`src/rtl/alu_frame_sequencer.sv`:
```
// ----------------------------------------------------------------------------
// alu_frame_sequencer
//
// Purpose:
//   Sequences the UART-attached ALU datapath. It pulls a command frame
//   (operand A, operand B, opcode) one byte at a time from the UART RX FIFO
//   and holds the operands stable on the ALU inputs. It then latches the ALU
//   result and pushes that single byte into the UART TX FIFO. A partial frame
//   that stalls longer than TIMEOUT_CYCLES between bytes is dropped, and the
//   drop is reported on o_frame_err.
//
// Optional feature macro:
//   ALU_FRAME_CKSUM_EN - when defined, the frame carries a fourth checksum
//   byte. The checksum must equal A ^ B ^ (full opcode byte). On a mismatch
//   the sequencer sends an all-0xEE error byte instead of a result and pulses
//   o_frame_err. When the macro is undefined, frames are three bytes long.
//
// Ports:
//   clk          system clock
//   reset        asynchronous, active-high reset
//   i_rx_data    RX FIFO head byte, valid while i_rx_empty=0 (show-ahead)
//   i_rx_empty   RX FIFO empty flag
//   i_tx_full    TX FIFO full flag
//   i_result     combinational ALU result
//   o_rd_uart    RX FIFO pop strobe (one cycle per byte)
//   o_wr_uart    TX FIFO push strobe (one cycle per result)
//   o_tx_data    byte presented to the TX FIFO
//   op_a, op_b   registered ALU operands
//   op_code      registered ALU opcode (low OPCODE_W bits of the opcode byte)
//   o_busy       high whenever a frame is in progress (state other than S_A)
//   o_frame_err  one-cycle pulse on inter-byte timeout or checksum mismatch
// ----------------------------------------------------------------------------
module alu_frame_sequencer #(
  parameter int BUS_SIZE       = 8,
  parameter int OPCODE_W       = 6,
  parameter int TIMEOUT_CYCLES = 1000000,
  parameter int TO_BITS        = 20
) (
  input  logic                clk,
  input  logic                reset,
  input  logic [BUS_SIZE-1:0] i_rx_data,
  input  logic                i_rx_empty,
  input  logic                i_tx_full,
  input  logic [BUS_SIZE-1:0] i_result,
  output logic                o_rd_uart,
  output logic                o_wr_uart,
  output logic [BUS_SIZE-1:0] o_tx_data,
  output logic [BUS_SIZE-1:0] op_a,
  output logic [BUS_SIZE-1:0] op_b,
  output logic [OPCODE_W-1:0] op_code,
  output logic                o_busy,
  output logic                o_frame_err
);

  typedef enum logic [2:0] {
    S_A    = 3'd0,
    S_B    = 3'd1,
    S_OP   = 3'd2,
`ifdef ALU_FRAME_CKSUM_EN
    S_CK   = 3'd3,
`endif
    S_EXEC = 3'd4,
    S_SEND = 3'd5
  } state_t;

  // The error byte repeats 0xEE across the bus, truncated to BUS_SIZE bits.
  localparam logic [BUS_SIZE-1:0] ERR_BYTE = BUS_SIZE'({((BUS_SIZE + 7) / 8){8'hEE}});

  state_t             r_state;
  state_t             w_nextState;
  logic [TO_BITS-1:0] r_toCnt;
  logic               w_toState;
  logic               w_capState;
  logic               w_timeout;
  logic               w_pop;

  // The timeout is only armed once a frame has started: S_A can idle forever.
  always_comb begin
    w_toState = (r_state == S_B) || (r_state == S_OP);
`ifdef ALU_FRAME_CKSUM_EN
    if (r_state == S_CK) w_toState = 1'b1;
`endif
  end

  assign w_capState = w_toState || (r_state == S_A);
  assign w_timeout  = (TIMEOUT_CYCLES != 0) && w_toState &&
                      (r_toCnt == TO_BITS'(TIMEOUT_CYCLES));
  // A timeout takes priority over a byte that shows up in the same cycle.
  // That byte stays in the FIFO and becomes byte A of the next frame.
  assign w_pop      = w_capState && !i_rx_empty && !w_timeout;

`ifdef ALU_FRAME_CKSUM_EN
  logic [BUS_SIZE-1:0] r_opByte;
  logic                w_ckOk;
  assign w_ckOk = ((op_a ^ op_b ^ r_opByte) == i_rx_data);
`endif

  // State register
  always_ff @(posedge clk or posedge reset) begin
    if (reset) r_state <= S_A;
    else       r_state <= w_nextState;
  end

  // Next-state logic
  always_comb begin
    w_nextState = r_state;
    case (r_state)
      S_A:    if (w_pop) w_nextState = S_B;
      S_B: begin
        if (w_timeout)  w_nextState = S_A;
        else if (w_pop) w_nextState = S_OP;
      end
      S_OP: begin
        if (w_timeout) w_nextState = S_A;
`ifdef ALU_FRAME_CKSUM_EN
        else if (w_pop) w_nextState = S_CK;
`else
        else if (w_pop) w_nextState = S_EXEC;
`endif
      end
`ifdef ALU_FRAME_CKSUM_EN
      S_CK: begin
        // A bad checksum skips the ALU and goes straight to sending 0xEE.
        if (w_timeout)  w_nextState = S_A;
        else if (w_pop) w_nextState = w_ckOk ? S_EXEC : S_SEND;
      end
`endif
      S_EXEC: w_nextState = S_SEND;
      S_SEND: if (!i_tx_full) w_nextState = S_A;
      default: w_nextState = S_A;
    endcase
  end

  // Output logic.
  // The pop strobe is gated by reset: S_A with a non-empty FIFO would
  // otherwise raise it while reset is held.
  always_comb begin
    o_rd_uart   = w_pop && !reset;
    o_wr_uart   = (r_state == S_SEND) && !i_tx_full;
    o_busy      = (r_state != S_A);
    o_frame_err = w_timeout;
`ifdef ALU_FRAME_CKSUM_EN
    if ((r_state == S_CK) && w_pop && !w_ckOk) o_frame_err = 1'b1;
`endif
  end

  // Inter-byte timeout counter.
  // It counts empty cycles while a frame is partially received. It restarts
  // on every accepted byte and is held at zero outside the capture states.
  always_ff @(posedge clk or posedge reset) begin
    if (reset) begin
      r_toCnt <= '0;
    end else if ((TIMEOUT_CYCLES == 0) || !w_toState || w_pop || w_timeout) begin
      r_toCnt <= '0;
    end else if (i_rx_empty) begin
      r_toCnt <= r_toCnt + 1'b1;
    end
  end

  // Operand capture and result latch.
  // Operands are kept after a timeout, so the ALU inputs only change when
  // a new frame overwrites them.
  always_ff @(posedge clk or posedge reset) begin
    if (reset) begin
      op_a      <= '0;
      op_b      <= '0;
      op_code   <= '0;
      o_tx_data <= '0;
`ifdef ALU_FRAME_CKSUM_EN
      r_opByte  <= '0;
`endif
    end else begin
      if (w_pop) begin
        case (r_state)
          S_A:  op_a <= i_rx_data;
          S_B:  op_b <= i_rx_data;
          S_OP: begin
            op_code  <= i_rx_data[OPCODE_W-1:0];
`ifdef ALU_FRAME_CKSUM_EN
            r_opByte <= i_rx_data;
`endif
          end
`ifdef ALU_FRAME_CKSUM_EN
          S_CK: if (!w_ckOk) o_tx_data <= ERR_BYTE;
`endif
          default: ;
        endcase
      end
      if (r_state == S_EXEC) o_tx_data <= i_result;
    end
  end

endmodule

```
`config.mk`:
```
export PLATFORM = sky130hd
export DESIGN_NAME = alu_frame_sequencer
export DESIGN_NICKNAME = d
export VERILOG_FILES = /design/src/rtl/alu_frame_sequencer.sv
export SDC_FILE = /design/constraint.sdc
export NUM_CORES = 1
export LEC_CHECK = 0
export BUFFER_PORTS_ARGS = -buffer_cell sky130_fd_sc_hd__buf_2
export CAP_MARGIN = 30
export CORE_AREA = 2 2 69 71
export CTS_BUF_LIST = sky130_fd_sc_hd__clkbuf_2 sky130_fd_sc_hd__clkbuf_4 sky130_fd_sc_hd__clkbuf_8
export DETAILED_ROUTE_END_ITERATION = 6
export DIE_AREA = 0 0 71 73
export PLACE_DENSITY = 0.81
export RECOVER_POWER = 100
export SYNTH_ARGS = -nofsm -noshare
export SYNTH_HDL_FRONTEND = slang
export SYNTH_SLANG_ARGS = --single-unit
export TNS_END_PERCENT = 100
```
`constraint.sdc`:
```
create_clock -name clk -period 2.3 [get_ports clk]
set_input_delay 0 -clock clk [delete_from_list [all_inputs] [get_ports clk]]
set_output_delay 0 -clock clk [all_outputs]
set_load 0.02 [all_outputs]
```
Yosys cells after proc, flatten, opt, wreduce, memory -nomap -nowiden. Index checks and enable logic that the tools add are counted. Widths: inputs -> output; s select.

Latch bits: 0. RAM bits: 0. Bits in read-only memories: 0. Input bits: 20. Logic and storage cells: 46. Bits in registers: 53. Memories: 0.

Reductions and logical operators: 21. Divide/modulo/power cells: 0. Bitwise logic cells: 0. $lt $le $gt $ge: 0. $add $sub $neg: 1. Multiply operators: 0. Equal/unequal tests: 9. Mux-type cells: 9. Shift operators: 0.

Operators by type and width (count): $mux 20 (2); $add 20x1->20 const B (1); $eq 20x20->1 const B (1); $mux 3 (6); $pmux 3 s5 (1); $eq 3x3->1 const B (2); $ne 3x3->1 const B (2); $reduce_and 2->1 (3); $logic_and 1x1->1 (5); $logic_not 1->1 (5); $logic_or 1x1->1 (4); $ne 2x2->1 const B (2); $reduce_and 4->1 (1); $eq 3x1->1 const B (1); $eq 3x2->1 const B (1); $logic_not 3->1 (1); $reduce_bool 3->1 (1); $reduce_bool 2->1 (1).

Depth between registers and ports, before layout. Gate-level depths: netlist (run 1).

Depth in word-level cells: 8. Depth in mapped cells: 7. Depth with buffers taken out: 6.

Worst setup path before layout (run 1). No wires, ideal clock.

Path kind: reg2out. Start: register r_toCnt[0]. End: output o_rd_uart. Arrival: 1934 ps. Stages on the path, launching flop included: 7. Slack: 366 ps. Data required time: 2300 ps. Cell sequence: dfrtp_1 > inv_1 > ha_1 > nor4b_2 > and4_1 > maj3_1 > nor4_1.

Longest elaborated chain between the ends: 5.

RTL lines: from (decl) (line 71) `logic [TO_BITS-1:0] r_toCnt;`; from (signal assigned) (line 156) `r_toCnt <= r_toCnt + 1'b1;`; $eq 20x20->1 (line 87) `(r_toCnt == TO_BITS'(TIMEOUT_CYCLES));`; $logic_and 1x1->1 (line 86) `assign w_timeout = (TIMEOUT_CYCLES != 0) && w_toState &&`; $logic_not 1->1 (line 90) `assign w_pop = w_capState && !i_rx_empty && !w_timeout;`; $logic_and 1x1->1 (line 90); $logic_and 1x1->1 (line 138) `o_rd_uart = w_pop && !reset;`; to (decl) (line 45) `output logic o_rd_uart,`.

No other way between the ends.

Final worst setup path (run 1).
Start: register r_state[0]. End: register op_a[5].

Longest elaborated chain between the ends: 6. Elaborated cells on any way between the ends: 10.

RTL lines: from (decl) (line 69) `state_t r_state;`; from (signal assigned) (line 101) `else r_state <= w_nextState;`; $eq 3x1->1 / $eq 3x2->1 (equally long branches) (line 79) `w_toState = (r_state == S_B) || (r_state == S_OP);`; $logic_or 1x1->1 (line 79); $logic_or 1x1->1 / $logic_and 1x1->1 (equally long branches) (line 85, 86); $logic_and 1x1->1 / $logic_not 1->1 (equally long branches) (line 90); $logic_and 1x1->1 (line 90); $reduce_and 2->1 (no source line) (*); to (signal assigned) (line 175) `S_A: op_a <= i_rx_data;`; to (decl) (line 48) `output logic [BUS_SIZE-1:0] op_a,`.

Every way passes the cells marked *; elsewhere a longest branch is shown, timed or not. A chain may end at the register's enable or synchronous reset.

==> flow_summary_export.csv, run 1 <==
group,metric,value,unit
flow_run,cap_violations,0,
timing,hold_viol_final,0,
global_route,grt_pass1_wl,8.29,mm
routing,num_vias,1740,
floorplanning,row_count,25,
yosys,synth-xor-area-share,6.84,%
clock_tree,clock-root-buffer,"clkbuf_8",
finish,final_cell_mix,"dfrtp_1, clkbuf_1, nor2_1, mux2_2, buf_2",
yosys,yosysTopAreaCellShare,54.5,%
yosys,synth_seq_cells,53,
global_route,antenna_found_initial,0,
clock_tree,clkTransAtPathRegs,0.10,ns
global_route,grt-ovfl-total,0,
power_and_ir_drop,p_leak,1.23,nW
setup_path,crit_end,"op_a[5]",
placed_design,dp.cells,307,
yosys,ys.flop_type,"dfrtp_1",
setup_path,crit_type,"reg -> reg",
yosys,yosys.area_share.simple,19.0,%
yosys,ys.warnings.count,0,
yosys,synthMuxAreaShare,15.1,%
timing,min_period,2.12,ns
floorplanning,initial_core_util,53.6,%
yosys,synth_edf_count,0,
yosys,synth_seq_area_share,54.5,%
outcome,outcome,"completed",
clock_tree,cts-resized-gates,0,
timing,slew_headroom,38.3,%
setup_path,crit_fanout,11,
placed_design,dp_hpwl,3.39,mm
setup_path,startpoint,"r_state[0]",
yosys,synth-compound-area-share,0.720,%
yosys,yosys.area_share.adder,1.44,%
global_route,grt_start_max_net_pins,27,
routing,highest_layer,"met4",
clock_tree,clock_latency,0.31,ns
clock_tree,tritoncts,"built",
finish,multiInputGateArea,0.00101,sq mm
routing,drc_errors,0,
setup_path,reg2regPathDepth,3,
routing,routed-wl-met3,183,um
setup_path,end_kind,"flop",
hold_path,worstHoldStart,"i_tx_full",
timing,holdWs,0.0341,ns
yosys,synthTopCellsByArea,"dfrtp_1, mux2_2, mux2_4, nor2_1, xor2_1",
floorplanning,coreArea,0.00454,sq mm
setup_path,reg2reg_from,"r_state[0]",
finish,num_antenna_cells,0,
routing,avgRoutedWirePerCell,14.9,um
yosys,ys_types,36,
timing,fin_crit_sh,92.0,%
timing,worstMarginPinSlew,0.924,ns
timing,skew,0.00586,ns
routing,drt-met1-wl,2.32,mm
floorplanning,dieWidth,71,um
routing,drt_iter0_markers,57,
routing,routed_wl,4.95,mm
power_and_ir_drop,power_per_cell_area,1130,mW/mm^2
power_and_ir_drop,peakVddDrop,0.000585,V
placed_design,io_buffers,53,
finish,final_common_cell,"dfrtp_1",
finish,regArea,0.00133,sq mm
finish,fin_cells,332,
floorplanning,die_area,0.00518,sq mm
finish,drive_gt1_share,20.1,%
timing,drv_slew,0,
timing,fin_setup_tns,0,ns
global_route,grt_pass1_vias,1728,
finish,fillers,374,
placed_design,place.gp.congestion,0.802,
clock_tree,numCtsBuffers,5,
yosys,syn_area_per_cell,12.0,sq um
yosys,synth_top_area_cell,"dfrtp_1",
floorplanning,die_height,73,um
global_route,grt_use_total,20.5,%
setup_path,crit_arrival,2.31,ns
clock_tree,cts.sinks,53,
clock_tree,clock_path_buffers,2,
yosys,synth_top_family_by_area,"simple AND/OR/NAND/NOR gates",
finish,area_growth,20.3,%
clock_tree,htreeDepth,2,
setup_path,regToRegSetupSlack,0.18,ns
timing,rsz0062_at_grt,"false",
floorplanning,ioPinCount,54,
setup_path,critPathLaunchType,"flop",
routing,ant_nets,0,
yosys,syn_inst,202,
hold_path,hp-class,"in -> reg",
timing,max_freq,473,MHz
clock_tree,post_cts_buffers,0,
routing,dr.pass1.iters,4,
setup_path,critical_path_required,2.50,ns
routing,viasPerCell,5.24,
setup_path,timing.rr.end,"op_a[5]",
routing,route.met2.wl,2.38,mm
timing,setup_violations,0,
yosys,synth_fp_nets,224,
finish,fin_nets,299,
yosys,async_reset_ff_share,100,%
yosys,netlist_area,0.00243,sq mm
## cell type report
| type | count | share of cell area [%] |
|---|---|---|
| Clock buffer | 5 | 2.35 |
| Clock inverter | 3 | 0.727 |
| Inverter | 5 | 0.641 |
| Multi-Input combinational cell | 137 | 34.5 |
| Sequential cell | 53 | 45.3 |
| Tap cell | 54 | 2.31 |
| Timing Repair Buffer | 75 | 14.2 |
## critical path, stage by stage, from the launching register on
cell      delay (ns)
dfrtp_1         0.51
nor4_1          0.80
clkbuf_2        0.33
mux2_2          0.36
## sequential cells by signal, indices dropped and copies added (netlist names)
register / count
r_toCnt: 20
o_tx_data: 8
op_a: 8
op_b: 8
op_code: 6
r_state: 3
## through the flow
stage	area [sq um]	utilization, %	setup WS, ns	total power, mW
2_1_floorplan	2430	-	0.366	2.49
3_3_place_gp	2760	60.9	0.408	2.88
3_5_place_dp	2760	60.9	0.318	2.94
5_1_grt	2930	64.5	0.0820	3.50
4_1_cts	3020	66.7	0.233	3.50
6_report	2930	64.5	0.184	3.29
## logic make-up after synthesis
group,count (synthesis)
flops,53
fa+ha+maj,3
buf+inv,12
simple gates,82
mux,30
xor+xnor,19
compound gates,3
## repair_timing
item	in CTS	in global routing
hold buffers	17	0
endpoints found under the hold margin	54	0
endpoints found under the setup margin	0	0
## cell usage after synthesis (all sizes together) (3+ instances only)
master and count:
nand4 5, nor4b 3, nand2b 4, xor2 13, buf 5, nor4 4, nor2 32, nand3 8
dfrtp 53, mux2 30, xnor2 6, nand2 10, inv 5
## routing by layer
metal  track usage [%]  vias to the layer above
li1                  -                      850
met1              28.1                      843
met2              32.6                       40
met3              4.83                        7
met4              6.71                        0
met5                 0                        -
## power breakdown
part	total, mW	internal (mW)	leakage (nW)	switching, mW
logic	1.30	0.504	0.516	0.800
clock network	0.531	0.216	0.0445	0.315
registers	1.46	1.24	0.674	0.219
## how the worst min path moves through the flow
stage / to / slack [ns] / cells past startpoint
3_3_place_gp: r_state[1] / 0.09 / 2
4_1_cts: r_state[2] / 0.03 / 4
2_1_floorplan: o_rd_uart / 0.08 / 1
5_1_grt: r_state[2] / 0.05 / 4
3_5_place_dp: r_state[1] / 0.08 / 2
6_report: r_state[2] / 0.03 / 4
Power figures use the tool's default switching activity.
==> inputs of run 2 (changes only) <==
==> constraint.sdc (replaced) <==
create_clock -name clk -period 2.4 [get_ports clk]
set_input_delay 0 -clock clk [delete_from_list [all_inputs] [get_ports clk]]
set_output_delay 0 -clock clk [all_outputs]
set_load 0.02 [all_outputs]
==> run 2 against run 1 <==
Against the previous run: setup slack better by 0.047 ns; largest power group unchanged; critical endpoint is now o_rd_uart; clock skew about the same; flip-flop and latch count unchanged.
==> flow_summary_export.csv, run 2 (synthesized netlist as in run 1, its figures left out) <==
group,metric,value,unit
floorplanning,row_count,25,
clock_tree,tritoncts,"built",
setup_path,slowest_delay,0.42,ns
floorplanning,initial_core_util,53.6,%
setup_path,critical_path_required,2.40,ns
finish,fillers,371,
global_route,grt_use_total,20.0,%
clock_tree,htreeDepth,2,
setup_path,crit_fanout,5,
finish,regArea,0.00133,sq mm
timing,fin_setup_tns,0,ns
global_route,antenna_found_initial,0,
finish,multiInputGateArea,0.00101,sq mm
placed_design,place.gp.congestion,0.827,
setup_path,crit_type,"reg -> out",
placed_design,io_buffers,53,
power_and_ir_drop,switching_share,40.3,%
setup_path,crit_cells,7,
timing,hold_viol_final,0,
power_and_ir_drop,p_int,1.89,mW
finish,area_growth,20.2,%
clock_tree,clock_path_buffers,2,
timing,holdWs,0.0312,ns
routing,num_vias,1711,
floorplanning,dieWidth,71,um
flow_run,cap_violations,0,
setup_path,cp_top_family,"simple AND/OR/NAND/NOR gates",
routing,routed_wl,4.92,mm
hold_path,holdPathStages,3,
timing,fin_crit_sh,90.4,%
finish,num_antenna_cells,0,
clock_tree,numCtsBuffers,5,
global_route,grt_pass1_vias,1666,
routing,drt_iter0_markers,59,
power_and_ir_drop,peakVddDrop,0.000691,V
finish,largest_register_ffs,20,
setup_path,end_kind,"primary output",
routing,viasPerCell,5.17,
setup_path,path_buf_inv,2,
global_route,grt-ovfl-total,0,
routing,drc_errors,0,
floorplanning,die_height,73,um
power_and_ir_drop,p_sw,1.28,mW
finish,fin_nets,298,
placed_design,dp_hpwl,3.34,mm
power_and_ir_drop,p_leak,1.22,nW
timing,rsz0062_at_grt,"false",
setup_path,critPathLaunchType,"flop",
finish,final_cell_mix,"dfrtp_1, clkbuf_1, nor2_1, mux2_2, buf_2",
floorplanning,coreArea,0.00454,sq mm
setup_path,reg2regPathDepth,3,
setup_path,worstPathCellList,"inv_1 -> ha_1 -> nor4b_2 -> and4_1 -> maj3_1 -> nor4_1 -> clkbuf_1",
finish,largest_register,"r_toCnt",
timing,min_period,2.17,ns
timing,slew_headroom,40.1,%
finish,drive_gt1_share,20.2,%
timing,worstMarginPinSlew,0.890,ns
outcome,outcome,"completed",
power_and_ir_drop,seq_power_share,44.2,%
routing,dr.pass1.iters,4,
setup_path,critPathSlowestCell,"dfrtp_1",
hold_path,hp-class,"in -> reg",
power_and_ir_drop,power_per_cell_area,1080,mW/mm^2
clock_tree,clkTransAtPathRegs,0.09,ns
setup_path,crit_arrival,2.17,ns
finish,post-route-util,64.5,%
routing,ant_nets,0,
timing,drv_slew,0,
global_route,grt_pass1_wl,7.90,mm
clock_tree,clock_latency,0.32,ns
global_route,grt_start_max_net_pins,26,
routing,avgRoutedWirePerCell,14.9,um
power_and_ir_drop,p_clk_share,16.4,%
clock_tree,cts.sinks,53,
floorplanning,ioPinCount,54,
power_and_ir_drop,power_frac_comb,39.5,%
clock_tree,clock-root-buffer,"clkbuf_8",
floorplanning,die_area,0.00518,sq mm
timing,setup_violations,0,
timing,skew,0.00555,ns
clock_tree,cts-resized-gates,0,
finish,final_common_cell,"dfrtp_1",
timing,max_freq,461,MHz
## run 2: final timing paths
check	startpoint	end	slack [ns]
min reg2reg	op_b[6]	op_b[6]	0.50
min	i_rx_empty	r_state[0]	0.03
max in group asynchronous	reset	r_toCnt[5]	0.70
max	r_toCnt[0]	o_rd_uart	0.23
max reg2reg	r_state[0]	op_a[7]	0.28
min in group asynchronous	reset	op_b[4]	0.43
## run 2: metrics by stage
stage               area, sq um  power, mW  cells  setup WS [ns]
global route               2920       3.33    331          0.139
CTS                        3020       3.33    331          0.297
global placement           2760       2.75    306          0.504
finish                     2920       3.16    331          0.231
floorplan                  2430       2.38    202          0.466
detailed placement         2760       2.80    306          0.437
## run 2: cell type report
class                      instances  share of cell area [%]
sequential                        53                    45.4
multi-input combinational        137                    34.6
timing repair buffer              74                    13.9
clock buffer                       6                    2.61
tap                               54                    2.31
inverter                           5                   0.642
clock inverter                     2                   0.513
## run 2: per-layer routing
metal  share of wire (%)  routed length, um  GRT usage, %  vias up
li1                    -                  -             -      842
met1                  46               2250          26.5      828
met2                  49               2420          32.3       36
met3                 3.6                179          5.39        5
met4                 1.4                 68          6.71        0
met5                   0                  0             0        -
## run 2: power groups by stage
stage                     combinational [mW]  clock, mW  sequential (mW)
after floorplan                        0.721          0             1.66
after global placement                  1.36          0             1.39
after detailed placement                1.40          0             1.41
final                                   1.25      0.517             1.40
after CTS                               1.42      0.524             1.39
after global routing                    1.35      0.553             1.43
## run 2: tightest hold or removal path, stage by stage
cell,delay (ns)
buf_2,0.15
nand4b_1,0.10
a21oi_1,0.06
## run 2: repair_timing
action	4_1_cts	5_1_grt
setup endpoints to repair	0	0
hold endpoints to repair	53	0
hold buffers	17	0
setup buffers	0	0
==> inputs of run 3 (changes only) <==
--- a/config.mk
+++ b/config.mk
@@ -7,11 +7,11 @@
 export LEC_CHECK = 0
 export BUFFER_PORTS_ARGS = -buffer_cell sky130_fd_sc_hd__buf_2
 export CAP_MARGIN = 30
-export CORE_AREA = 2 2 69 71
+export CORE_AREA = 2 2 73 68
 export CTS_BUF_LIST = sky130_fd_sc_hd__clkbuf_2 sky130_fd_sc_hd__clkbuf_4 sky130_fd_sc_hd__clkbuf_8
 export DETAILED_ROUTE_END_ITERATION = 6
-export DIE_AREA = 0 0 71 73
-export PLACE_DENSITY = 0.81
+export DIE_AREA = 0 0 75 70
+export PLACE_DENSITY = 0.8
 export RECOVER_POWER = 100
 export SYNTH_ARGS = -nofsm -noshare
 export SYNTH_HDL_FRONTEND = slang
==> run 3 against run 2 <==
Against the previous run: non-clock buffer count up 1; worst hold slack gained 0.022 ns; clock power is 2% lower; critical path depth is the same; via count increased by 2.0%; critical path type unchanged; largest power group unchanged; clock skew is 0.0068 ns higher; sequential share of layout area is 0.29 points lower.
==> flow_summary_export.csv, run 3 (synthesized netlist as in run 1, its figures left out) <==
group,metric,value,unit
outcome,outcome,"completed",
placed_design,place_area,0.00278,sq mm
finish,final_cell_mix,"dfrtp_1, clkbuf_1, nor2_1, mux2_2, buf_2",
power_and_ir_drop,p_sw,1.27,mW
timing,setup_violations,0,
power_and_ir_drop,p_clk_share,16.2,%
placed_design,dp_hpwl,3.26,mm
timing,holdWs,0.0528,ns
finish,fin_nets,299,
global_route,grt_start_max_net_pins,34,
power_and_ir_drop,switching_share,40.2,%
routing,drt_iter0_markers,116,
global_route,grt_pass1_vias,1670,
finish,largest_register,"r_toCnt",
timing,drv_slew,0,
global_route,grt_use_total,19.7,%
hold_path,hp-class,"in -> reg",
floorplanning,coreArea,0.00459,sq mm
timing,worstMarginPinSlew,1.20,ns
clock_tree,clock-root-buffer,"clkbuf_8",
timing,fin_setup_tns,0,ns
power_and_ir_drop,total_power,3.15,mW
floorplanning,row_count,24,
timing,min_period,2.20,ns
finish,drive_gt1_share,20.1,%
floorplanning,dieWidth,75,um
setup_path,critPathLaunchType,"flop",
power_and_ir_drop,seq_power_share,44.2,%
clock_tree,post_cts_buffers,0,
floorplanning,ioPinCount,54,
power_and_ir_drop,power_frac_comb,39.7,%
timing,max_freq,454,MHz
setup_path,path_buf_inv,2,
placed_design,place.gp.congestion,0.822,
floorplanning,die_area,0.00525,sq mm
finish,regArea,0.00133,sq mm
timing,skew,0.0124,ns
routing,dr.pass1.iters,4,
power_and_ir_drop,p_int,1.89,mW
finish,largest_register_ffs,20,
finish,fin_area,0.00294,sq mm
clock_tree,clkTransAtPathRegs,0.09,ns
clock_tree,numCtsBuffers,5,
routing,num_vias,1746,
routing,viasPerCell,5.09,
setup_path,slowest_delay,0.41,ns
setup_path,crit_type,"reg -> out",
finish,num_antenna_cells,0,
global_route,grt-ovfl-total,0,
setup_path,crit_fanout,5,
timing,fin_crit_sh,91.8,%
flow_run,cap_violations,0,
timing,rsz0062_at_grt,"false",
setup_path,crit_arrival,2.20,ns
timing,hold_viol_final,0,
power_and_ir_drop,power_per_cell_area,1070,mW/mm^2
floorplanning,die_height,70,um
finish,multiInputGateArea,0.00101,sq mm
floorplanning,initial_core_util,52.9,%
placed_design,io_buffers,53,
clock_tree,htreeDepth,2,
clock_tree,clock_path_buffers,2,
finish,area_growth,21.0,%
finish,final_common_cell,"dfrtp_1",
setup_path,critPathSlowestCell,"dfrtp_1",
clock_tree,clock_latency,0.31,ns
power_and_ir_drop,p_leak,1.23,nW
global_route,grt_pass1_wl,7.91,mm
routing,ant_nets,0,
routing,routed_wl,4.86,mm
finish,fillers,369,
clock_tree,tritoncts,"built",
setup_path,cp_top_family,"simple AND/OR/NAND/NOR gates",
setup_path,end_kind,"primary output",
clock_tree,cts.sinks,53,
routing,avgRoutedWirePerCell,14.2,um
routing,drc_errors,0,
setup_path,critical_path_required,2.40,ns
power_and_ir_drop,peakVddDrop,0.000688,V
timing,slew_headroom,19.7,%
global_route,antenna_found_initial,0,
setup_path,worstPathCellList,"inv_1 -> ha_1 -> nor4b_2 -> and4_1 -> maj3_1 -> nor4_1 -> buf_2",
==> run 3: changes by cell type in the layout (fill, tap and decap cells not counted) <==
cell	delta
buf_2	+1
mux2_1	+1
mux2_2	-1
==> run 3: metal layers <==
metal  global-route usage, %  part of all wire, %
met5                       0                    0
met3                    4.91                  3.2
met4                    5.95                  1.3
met2                    29.8                   49
met1                    27.9                   47
==> run 3: layout make-up <==
class,count,area share [%]
tap,65,2.76
clock inverter,2,0.510
multi-input combinational,137,34.4
clock buffer,6,2.59
inverter,5,0.638
sequential,53,45.1
timing repair buffer,75,14.0
==> run 3: what timing repair did <==
item,4_1_cts,5_1_grt
hold buffers,17,0
hold endpoints to repair,61,0
gates resized for setup,0,0
==> run 3: final timing paths <==
| kind | startpoint | end | slack [ns] | depth (start not counted) |
|---|---|---|---|---|
| max in group asynchronous | reset | r_toCnt[7] | 0.68 | 4 |
| max | r_toCnt[0] | o_rd_uart | 0.20 | 7 |
| min reg2reg | op_b[6] | op_b[6] | 0.50 | 1 |
| min | i_rx_empty | r_state[0] | 0.05 | 3 |
| min in group asynchronous | reset | op_a[5] | 0.58 | 3 |
| max reg2reg | r_state[0] | op_a[1] | 0.30 | 3 |
==> run 3: worst reg2reg max path, delay by kind of cell (launching register included) <==
family / cells / cell delay [ns]
flip-flops: 1 / 0.50
buffers and inverters: 1 / 0.35
AND/OR/NAND/NOR: 1 / 0.76
multiplexers: 1 / 0.38
==> run 3: power groups by stage <==
stage	clock network (mW)	logic, mW	registers, mW
final	0.509	1.25	1.39
after global routing	0.559	1.36	1.43
after floorplan	0	0.721	1.66
after detailed placement	0	1.41	1.40
after CTS	0.518	1.43	1.38
after global placement	0	1.38	1.39
==> run 3: through the flow <==
step	worst slack [ns]	utilization, %	instances
finish	0.196	64.1	343
global route	0.0329	64.1	343
CTS	0.153	66.1	343
detailed placement	0.424	60.5	318
global placement	0.483	60.5	318
floorplan	0.466	-	202
